**config.mk**
```make
export PLATFORM = sky130hd
export DESIGN_NAME = tune_scan_ctrl
export DESIGN_NICKNAME = d
export VERILOG_FILES = /design/src/rtl/tune_scan_ctrl.sv
export SDC_FILE = /design/constraint.sdc
export NUM_CORES = 1
export LEC_CHECK = 0
export CORE_MARGIN = 10
export CORE_UTILIZATION = 49
export DETAILED_ROUTE_END_ITERATION = 10
export PLACE_DENSITY = 0.75
export SLEW_MARGIN = 10
export SYNTH_ARGS = -nofsm -noshare
export SYNTH_HDL_FRONTEND = slang
export SYNTH_SLANG_ARGS = --single-unit
```
**constraint.sdc**
```tcl
create_clock -name clk -period 3.8 [get_ports clk]
set_input_delay 0.76 -clock clk [delete_from_list [all_inputs] [get_ports clk]]
set_output_delay 0.76 -clock clk [all_outputs]
set_load 0.01 [all_outputs]
```
**src/rtl/tune_scan_ctrl.sv**
```systemverilog
// Band scanner: steps the NCO across channels, settles, averages RSSI and stops
// on the first channel whose average reaches threshold, else restores the origin.
module tune_scan_ctrl #(
    parameter int LOW_FREQ_KHZ  = 500,
    parameter int HIGH_FREQ_KHZ = 1700,
    parameter int FREQ_STEP_KHZ = 10,
    parameter int FREQ_SIZE     = 12,
    parameter int SETTLE_CYCLES = 4096,
    parameter int AVG_LOG2      = 4
) (
    input  logic                 clk,
    input  logic                 reset_n,
    input  logic [FREQ_SIZE-1:0] start_freq,
    input  logic [31:0]          start_phi,
    input  logic                 scan_req,
    input  logic                 scan_dir,
    input  logic                 abort,
    input  logic [15:0]          rssi,
    input  logic                 rssi_vld,
    input  logic [15:0]          threshold,
    input  logic                 nco_ack,
    output logic                 nco_load,
    output logic [FREQ_SIZE-1:0] freq,
    output logic [31:0]          phi_inc,
    output logic                 busy,
    output logic                 lock_strb,
    output logic                 nolock_strb
);

    // Phase increment for a kHz value, rounded to nearest.
    localparam logic [31:0] LOW_PH  = 32'((((64'(LOW_FREQ_KHZ)  * 64'd879609302) >> 10) + 64'd1) >> 1);
    localparam logic [31:0] HIGH_PH = 32'((((64'(HIGH_FREQ_KHZ) * 64'd879609302) >> 10) + 64'd1) >> 1);
    localparam logic [31:0] STEP_PH = 32'((((64'(FREQ_STEP_KHZ) * 64'd879609302) >> 10) + 64'd1) >> 1);

    localparam logic [FREQ_SIZE-1:0] LOW_F  = FREQ_SIZE'(LOW_FREQ_KHZ);
    localparam logic [FREQ_SIZE-1:0] HIGH_F = FREQ_SIZE'(HIGH_FREQ_KHZ);
    localparam logic [FREQ_SIZE-1:0] STEP_F = FREQ_SIZE'(FREQ_STEP_KHZ);

    localparam int NCH   = (HIGH_FREQ_KHZ - LOW_FREQ_KHZ) / FREQ_STEP_KHZ + 1;
    localparam int CH_W  = $clog2(NCH + 1);
    localparam int SET_W = $clog2(SETTLE_CYCLES + 1);
    localparam int SMP_W = AVG_LOG2 + 1;
    localparam int ACC_W = 16 + AVG_LOG2;

    localparam logic [CH_W-1:0]  NCH_C    = CH_W'(NCH);
    localparam logic [SET_W-1:0] SET_LAST = SET_W'(SETTLE_CYCLES - 1);
    localparam logic [SMP_W-1:0] SMP_LAST = SMP_W'((1 << AVG_LOG2) - 1);

    typedef enum logic [2:0] {IDLE, STEP, LOAD, SETTLE, MEASURE, DECIDE} state_t;

    state_t               state_q, state_d;
    logic [FREQ_SIZE-1:0] freq_q, freq_d, org_freq_q, org_freq_d;
    logic [31:0]          phi_q, phi_d, org_phi_q, org_phi_d;
    logic [CH_W-1:0]      ch_cnt_q, ch_cnt_d;
    logic [SET_W-1:0]     set_cnt_q, set_cnt_d;
    logic [SMP_W-1:0]     smp_cnt_q, smp_cnt_d;
    logic [ACC_W-1:0]     acc_q, acc_d;
    logic                 nco_load_q, nco_load_d;
    logic                 lock_q, lock_d, nolock_q, nolock_d;
    logic                 abort_pend_q, abort_pend_d;
    logic                 restore_q, restore_d;
    logic [15:0]          avg;

    assign avg = acc_q[ACC_W-1:AVG_LOG2];

    always_comb begin
        state_d      = state_q;
        freq_d       = freq_q;
        phi_d        = phi_q;
        org_freq_d   = org_freq_q;
        org_phi_d    = org_phi_q;
        ch_cnt_d     = ch_cnt_q;
        set_cnt_d    = set_cnt_q;
        smp_cnt_d    = smp_cnt_q;
        acc_d        = acc_q;
        nco_load_d   = 1'b0;
        lock_d       = 1'b0;
        nolock_d     = 1'b0;
        abort_pend_d = abort_pend_q;
        restore_d    = restore_q;
        case (state_q)
            IDLE: begin
                if (scan_req && !abort) begin
                    org_freq_d   = start_freq;
                    org_phi_d    = start_phi;
                    freq_d       = start_freq;
                    phi_d        = start_phi;
                    ch_cnt_d     = '0;
                    abort_pend_d = 1'b0;
                    restore_d    = 1'b0;
                    state_d      = STEP;
                end
            end
            STEP: begin
                if (abort) begin
                    state_d = IDLE;
                end else begin
                    if (!scan_dir) begin
                        if (freq_q >= HIGH_F) begin
                            freq_d = LOW_F;
                            phi_d  = LOW_PH;
                        end else begin
                            freq_d = freq_q + STEP_F;
                            phi_d  = phi_q + STEP_PH;
                        end
                    end else begin
                        if (freq_q <= LOW_F) begin
                            freq_d = HIGH_F;
                            phi_d  = HIGH_PH;
                        end else begin
                            freq_d = freq_q - STEP_F;
                            phi_d  = phi_q - STEP_PH;
                        end
                    end
                    ch_cnt_d = ch_cnt_q + 1'b1;
                    state_d  = LOAD;
                end
            end
            LOAD: begin
                // An abort here must not strand the NCO mid-handshake.
                if (abort) abort_pend_d = 1'b1;
                if (!nco_load_q) begin
                    nco_load_d = 1'b1;
                end else if (!nco_ack) begin
                    nco_load_d = 1'b1;
                end else begin
                    set_cnt_d = '0;
                    if (abort || abort_pend_q) begin
                        state_d = IDLE;
                    end else if (restore_q) begin
                        nolock_d = 1'b1;
                        state_d  = IDLE;
                    end else begin
                        state_d = SETTLE;
                    end
                end
            end
            SETTLE: begin
                if (abort) begin
                    state_d = IDLE;
                end else if (set_cnt_q == SET_LAST) begin
                    acc_d     = '0;
                    smp_cnt_d = '0;
                    state_d   = MEASURE;
                end else begin
                    set_cnt_d = set_cnt_q + 1'b1;
                end
            end
            MEASURE: begin
                if (abort) begin
                    state_d = IDLE;
                end else if (rssi_vld) begin
                    acc_d     = acc_q + ACC_W'(rssi);
                    smp_cnt_d = smp_cnt_q + 1'b1;
                    if (smp_cnt_q == SMP_LAST) state_d = DECIDE;
                end
            end
            DECIDE: begin
                if (abort) begin
                    state_d = IDLE;
                end else if (avg >= threshold) begin
                    lock_d  = 1'b1;
                    state_d = IDLE;
                end else if (ch_cnt_q < NCH_C) begin
                    state_d = STEP;
                end else begin
                    freq_d    = org_freq_q;
                    phi_d     = org_phi_q;
                    restore_d = 1'b1;
                    state_d   = LOAD;
                end
            end
            default: state_d = IDLE;
        endcase
    end

    always_ff @(posedge clk or negedge reset_n) begin
        if (!reset_n) begin
            state_q      <= IDLE;
            freq_q       <= LOW_F;
            phi_q        <= LOW_PH;
            org_freq_q   <= LOW_F;
            org_phi_q    <= LOW_PH;
            ch_cnt_q     <= '0;
            set_cnt_q    <= '0;
            smp_cnt_q    <= '0;
            acc_q        <= '0;
            nco_load_q   <= 1'b0;
            lock_q       <= 1'b0;
            nolock_q     <= 1'b0;
            abort_pend_q <= 1'b0;
            restore_q    <= 1'b0;
        end else begin
            state_q      <= state_d;
            freq_q       <= freq_d;
            phi_q        <= phi_d;
            org_freq_q   <= org_freq_d;
            org_phi_q    <= org_phi_d;
            ch_cnt_q     <= ch_cnt_d;
            set_cnt_q    <= set_cnt_d;
            smp_cnt_q    <= smp_cnt_d;
            acc_q        <= acc_d;
            nco_load_q   <= nco_load_d;
            lock_q       <= lock_d;
            nolock_q     <= nolock_d;
            abort_pend_q <= abort_pend_d;
            restore_q    <= restore_d;
        end
    end

    assign nco_load    = nco_load_q;
    assign freq        = freq_q;
    assign phi_inc     = phi_q;
    assign busy        = (state_q != IDLE);
    assign lock_strb   = lock_q;
    assign nolock_strb = nolock_q;

endmodule

```
==> results of run 1 <==
-- worst register-to-register path: stages, from the launching register on --
cell and delay, ps:
dfrtp_1 520, or4_1 560, a31o_2 290, a311o_1 610
o221a_2 330, nor3_1 230, a211oi_1 70, o31ai_1 280
-- final timing paths --
check | cells after the start | slack [ps] | endpoint
min reg2reg | 2 | 460 | org_phi_q[19]
min | 1 | 200 | set_cnt_q[0]
max reg2reg | 7 | 810 | phi_inc[8]
max | 7 | 810 | phi_inc[8]
min in group clk | 2 | 460 | org_phi_q[19]
max in group asynchronous | 2 | 2700 | acc_q[4]
-- placed cells by master, fill, tap and decap left out, types with 5 or more instances in the layout --
| master | instances |
|---|---|
| and3_1 | 42 |
| o211ai_1 | 15 |
| or4_1 | 6 |
| a21o_1 | 10 |
| nand2_1 | 239 |
| bufinv_16 | 5 |
| a211oi_1 | 17 |
| buf_4 | 29 |
| nand3_1 | 37 |
| o21a_1 | 11 |
| o2111ai_1 | 5 |
| a41oi_1 | 7 |
| inv_1 | 44 |
| o21ai_0 | 86 |
| xor2_1 | 17 |
| a211o_1 | 5 |
| a21oi_1 | 87 |
| nor3_1 | 25 |
| dfstp_2 | 42 |
| clkdlybuf4s50_1 | 129 |
| nand3b_1 | 5 |
| ha_1 | 40 |
| a31oi_1 | 25 |
| clkbuf_16 | 17 |
| o31ai_1 | 20 |
| xnor2_1 | 21 |
| and2_1 | 5 |
| dfrtp_1 | 98 |
| mux2i_1 | 5 |
| nor4_1 | 5 |
| o22ai_1 | 7 |
| a31o_2 | 6 |
| or3_1 | 14 |
| nand2b_1 | 11 |
| nor2b_1 | 7 |
| nand4_1 | 15 |
| a221oi_1 | 11 |
| nor2_1 | 81 |
-- metal layers --
metal | share of wire | vias up | wire length [microns]
met1 | 0.46 | 4709 | 14100
met5 | 0 | - | 0
met2 | 0.45 | 418 | 13700
met4 | 0.016 | 0 | 489
li1 | - | 4706 | -
met3 | 0.079 | 37 | 2450
-- cells by family (layout without fill, tap and decap cells) --
| family | after synthesis | after routing | share of synthesized area |
|---|---|---|---|
| AO/OA/AOI/OAI | 380 | 380 | 0.258 |
| XOR/XNOR | 38 | 38 | 0.0337 |
| adder cells (fa/ha/maj) | 41 | 41 | 0.0526 |
| buffers and inverters | 130 | 239 | 0.0511 |
| flip-flops | 141 | 141 | 0.362 |
| multiplexers | 5 | 5 | 0.00506 |
| AND/OR/NAND/NOR | 508 | 508 | 0.238 |
-- sequential cells by signal, summed over array words and instances, names as in the netlist --
signal / flops
abort_pend_q: 1
acc_q: 20
ch_cnt_q: 7
freq: 12
lock_strb: 1
nco_load: 1
nolock_strb: 1
org_freq_q: 12
org_phi_q: 32
phi_inc: 32
restore_q: 1
set_cnt_q: 13
smp_cnt_q: 5
state_q: 3
-- where the power goes --
part           total, W  switching (W)  leakage [nW]  internal (W)
Combinational   0.00503        0.00288          3.21       0.00215
Sequential      0.00323       0.000937          1.71       0.00229
Clock           0.00190       0.000710         0.320       0.00119
Total            0.0102        0.00453          5.24       0.00563
-- stage by stage --
step	utilization	total power, W
floorplan	-	0.00633
global placement	0.585	0.00805
detailed placement	0.585	0.00816
CTS	0.618	0.0101
global route	0.618	0.0109
finish	0.618	0.0102
-- layout make-up --
type                    count  area (sq um)
multi-input cells         972          5810
clock buffers              20           447
repair buffers            163          1600
fillers                  1780          7510
well taps                 265           332
clock inverters            12           208
flip-flops and latches    141          3580
inverters                  44           165
==> results.toml, run 1 <==
[power_and_ir_drop]
power_density_mw_per_mm2 = 836
p_leak_nw = 5.24
ir_drop_v = 0.000437

[clocking]
clockBufferDepth = 2
clock_latency_ps = 430
cts_buffers = 17
tritoncts = "done"
postCtsSetupRepairBufs = 0
cts_max_level = 4
cts_sinks = 141
cts_root_buffer = "clkbuf_16"
holdBufCountCts = 0
clk_pin_slew_ps = 60
postCtsResizedCells = 0

[floorplan]
ios = 131
initial_core_util = 0.503
chipHeight_microns = 162
fp-row-count = 51
die_area_sq_mm = 0.0263
chipWidth_microns = 162
core_region_area_sq_mm = 0.0197

[sta]
hold_viol = 0
setup_violations = 0
finalClockSkew_ps = 11.1
relSlewSlack = 0.334
fin_crit_ps = 2990
max_freq_ghz = 0.334
worst_slew_pin_slew_ps = 984
period_share = 0.787
holdWs_ps = 202
slew_viol_final = 0
rsz0062_at_grt = "no"
finalWorstSetupSlack_ps = 809
setup_tns_ps = 0

[place]
postPlaceCellArea_sq_mm = 0.0115
dpl.hpwl_microns = 22000
dp_cells = 1585
numPortBuffers = 130
pre_cts_ws_ps = 371
gp_congestion = 0.957

[setup_path]
end_kind = "register"
path_cells = "or4_1 -> a31o_2 -> a311o_1 -> o221a_2 -> nor3_1 -> a211oi_1 -> o31ai_1"
crit_start = "freq[3]"
cpMaxStageDelayCell = "a311o_1"
slowest_delay_ps = 610
rr_startpoint = "freq[3]"
cp_data_arrival_time_ps = 3320
start_kind = "register"
path_delay_family = "compound AO/OA/AOI/OAI gates"
critPathBufInv = 0
crit_type = "register to register"
cp.required_ps = 4130
cp_max_fo = 14

[synth]
synth_nets = 1367
syn-cell-area_sq_mm = 0.00989
ys.flop_type = "dfrtp_1"
yosysTopAreaCellShare = 0.251
synthTopCellsByArea = "dfrtp_1, dfstp_2, nand2_1"
yosysTopAreaCell = "dfrtp_1"
synth_most_common_cell = "nand2_1"
synth_edf_count = 0
synth_cells = 1243
synth_seq_cells = 141
yosysSeqAreaShare = 0.362
ys_types = 79
async_reset_ff_frac = 1.00
yosysWarnings = 0
synth_common_cells = "nand2_1, dfrtp_1, a21oi_1"
syn_area_per_cell_sq_um = 7.96

[global_route]
first_global_vias = 9157
grt_overflow = 0
antenna_found_initial = 0
grt_use_total = 0.229
grt_pass1_wl_microns = 49300
use_met1 = 0.325
met2_usage = 0.338
grt_most_used_layer = "met2"
grt_max_degree = 71
grtUsageMet3 = 0.0569

[detailed_routing]
post_drt_wl_per_cell_microns = 19.0
drt_iter0_drc = 1027
vias = 9870
wl_microns = 30800
firstDrtPassIters = 5
ant_nets = 0
viasPerCell = 6.10
route.detailed.drc = 0

[finish]
layout.nets = 1463
n_antenna_cell = 0
stdcell_area_sq_mm = 0.0121
synthToLayoutAreaGrowth_pct = 22.8
drive_gt1_frac = 0.0969
fin_cells = 1617

[status]
outcome = "finished, final reports clean"

[job]
drv_cap = 0

[min_path]
hold_path.class = "input port to asynchronous set/reset pin"
Note: power is estimated with default switching activity, not from simulation.
==> run 2: changes to the inputs <==
==> constraint.sdc (replaced) <==
create_clock -name clk -period 3.05 [get_ports clk]
set_input_delay 0.61 -clock clk [delete_from_list [all_inputs] [get_ports clk]]
set_output_delay 0.61 -clock clk [all_outputs]
set_load 0.01 [all_outputs]
==> run 2 against run 1 <==
Compared with the run above: via count increased by 1.5%; first-iteration DRC count decreased by 3.4%; clock power grew 17%; largest power group unchanged.
==> results.toml, run 2 (synthesis results as in run 1) <==
[place]
dpl.hpwl_microns = 23000
pre_cts_ws_ps = -158
numPortBuffers = 130
postPlaceCellArea_sq_mm = 0.0117
gp_congestion = 0.952

[floorplan]
fp-row-count = 51
initial_core_util = 0.503
chipHeight_microns = 162
ios = 131
core_region_area_sq_mm = 0.0197
die_area_sq_mm = 0.0263
chipWidth_microns = 162

[status]
outcome = "finished, final reports clean"

[global_route]
grt_overflow = 0
first_global_vias = 9596
grt_use_total = 0.238
grt_pass1_wl_microns = 51400
grt_max_degree = 63
antenna_found_initial = 0

[finish]
fill_cells = 1778
layout.nets = 1490
drive_gt1_frac = 0.116
stdcell_area_sq_mm = 0.0123
n_antenna_cell = 0
layout_common_cells = "nand2_1, clkdlybuf4s50_1, dfrtp_1"
final_common_cell = "nand2_1"
synthToLayoutAreaGrowth_pct = 24.6

[setup_path]
start_kind = "register"
critPathCapture = "phi_inc[24]"
crit_type = "register to register"
crit_start = "phi_inc[1]"
end_kind = "register"
cp_data_arrival_time_ps = 3120
reg2regPathDepth = 10
timing.rr.end = "phi_inc[24]"
cp_max_fo = 7
slowest_delay_ps = 510
cpMaxStageDelayCell = "a311oi_4"
path_cells = "inv_1 -> ha_1 -> nand2b_1 -> a21boi_1 -> o21ai_1 -> buf_4 -> a311oi_4 -> mux2i_1 -> o2111a_1 -> a211oi_1"
rr_startpoint = "phi_inc[1]"
cp.required_ps = 3380
r2r_slack_ps = 260

[detailed_routing]
post_drt_wl_per_cell_microns = 19.4
wl_microns = 31800
ant_nets = 0
route.detailed.drc = 0
vias = 10000
drt_iter0_drc = 992
viasPerCell = 6.09
firstDrtPassIters = 5

[power_and_ir_drop]
ir_drop_v = 0.000508
power_density_mw_per_mm2 = 1040
p_leak_nw = 5.35

[clocking]
clockBufferDepth = 2
clock_latency_ps = 430
cts_root_buffer = "clkbuf_16"
holdBufCountCts = 0
cts_sinks = 141
clk_pin_slew_ps = 70
cts_max_level = 4
tritoncts = "done"
postCtsSetupRepairBufs = 0
postCtsResizedCells = 0
cts_buffers = 17

[min_path]
hold_path.class = "input port to asynchronous set/reset pin"

[job]
drv_cap = 0

[sta]
finalWorstSetupSlack_ps = 260
slew_viol_final = 0
hold_viol = 0
rsz0062_at_grt = "no"
holdWs_ps = 141
fin_crit_ps = 2790
setup_violations = 0
period_share = 0.915
max_freq_ghz = 0.358
finalClockSkew_ps = 8.83
relSlewSlack = 0.464
worst_slew_pin_slew_ps = 805
[run 2: worst min-delay path by stage]
stage,start,end,slack [ps],depth (start not counted)
after global routing,reset_n,set_cnt_q[8],160,1
after detailed placement,org_phi_q[23],org_phi_q[23],450,2
final,reset_n,set_cnt_q[8],140,1
after CTS,reset_n,set_cnt_q[6],140,1
after floorplan,reset_n,abort_pend_q,310,0
after global placement,org_phi_q[0],org_phi_q[0],440,2
[run 2: report_power, final]
part / switching, W / internal, W / leakage (nW)
sequential: 0.00106 / 0.00285 / 1.71
combinational: 0.00384 / 0.00288 / 3.34
clock: 0.000910 / 0.00132 / 0.299
[run 2: routing by layer]
layer / vias up / global-route usage / part of all wire / wire length, microns
met4: 0 / 0.0670 / 0.018 / 578
met3: 44 / 0.0571 / 0.086 / 2730
met5: - / 0 / 0 / 0
met2: 438 / 0.361 / 0.44 / 14100
li1: 4764 / - / - / -
met1: 4774 / 0.331 / 0.45 / 14400
[run 2: critical path: cells and delay by family, from the launching register on]
kind	cells	cell delay, ps
compound gates	5	1430
flops	1	440
buf+inv	2	300
fa+ha+maj	1	220
mux	1	170
simple gates	1	120
[run 2: cell type report]
type | instances | area (sq um) | share of cell area
clock buffers | 19 | 475 | 0.0386
clock inverters | 13 | 151 | 0.0123
inverters | 44 | 165 | 0.0134
multi-input cells | 972 | 5810 | 0.472
flip-flops and latches | 141 | 3580 | 0.291
well taps | 265 | 332 | 0.0269
repair buffers | 190 | 1800 | 0.146
[run 2: through the flow]
step	total power, W	util	std cells	TNS [ps]
5_1_grt	0.0138	0.627	1644	0
4_1_cts	0.0128	0.627	1644	0
3_3_place_gp	0.0104	0.595	1612	-2250
2_1_floorplan	0.00788	-	1243	0
3_5_place_dp	0.0105	0.595	1612	-3390
6_report	0.0129	0.627	1644	0
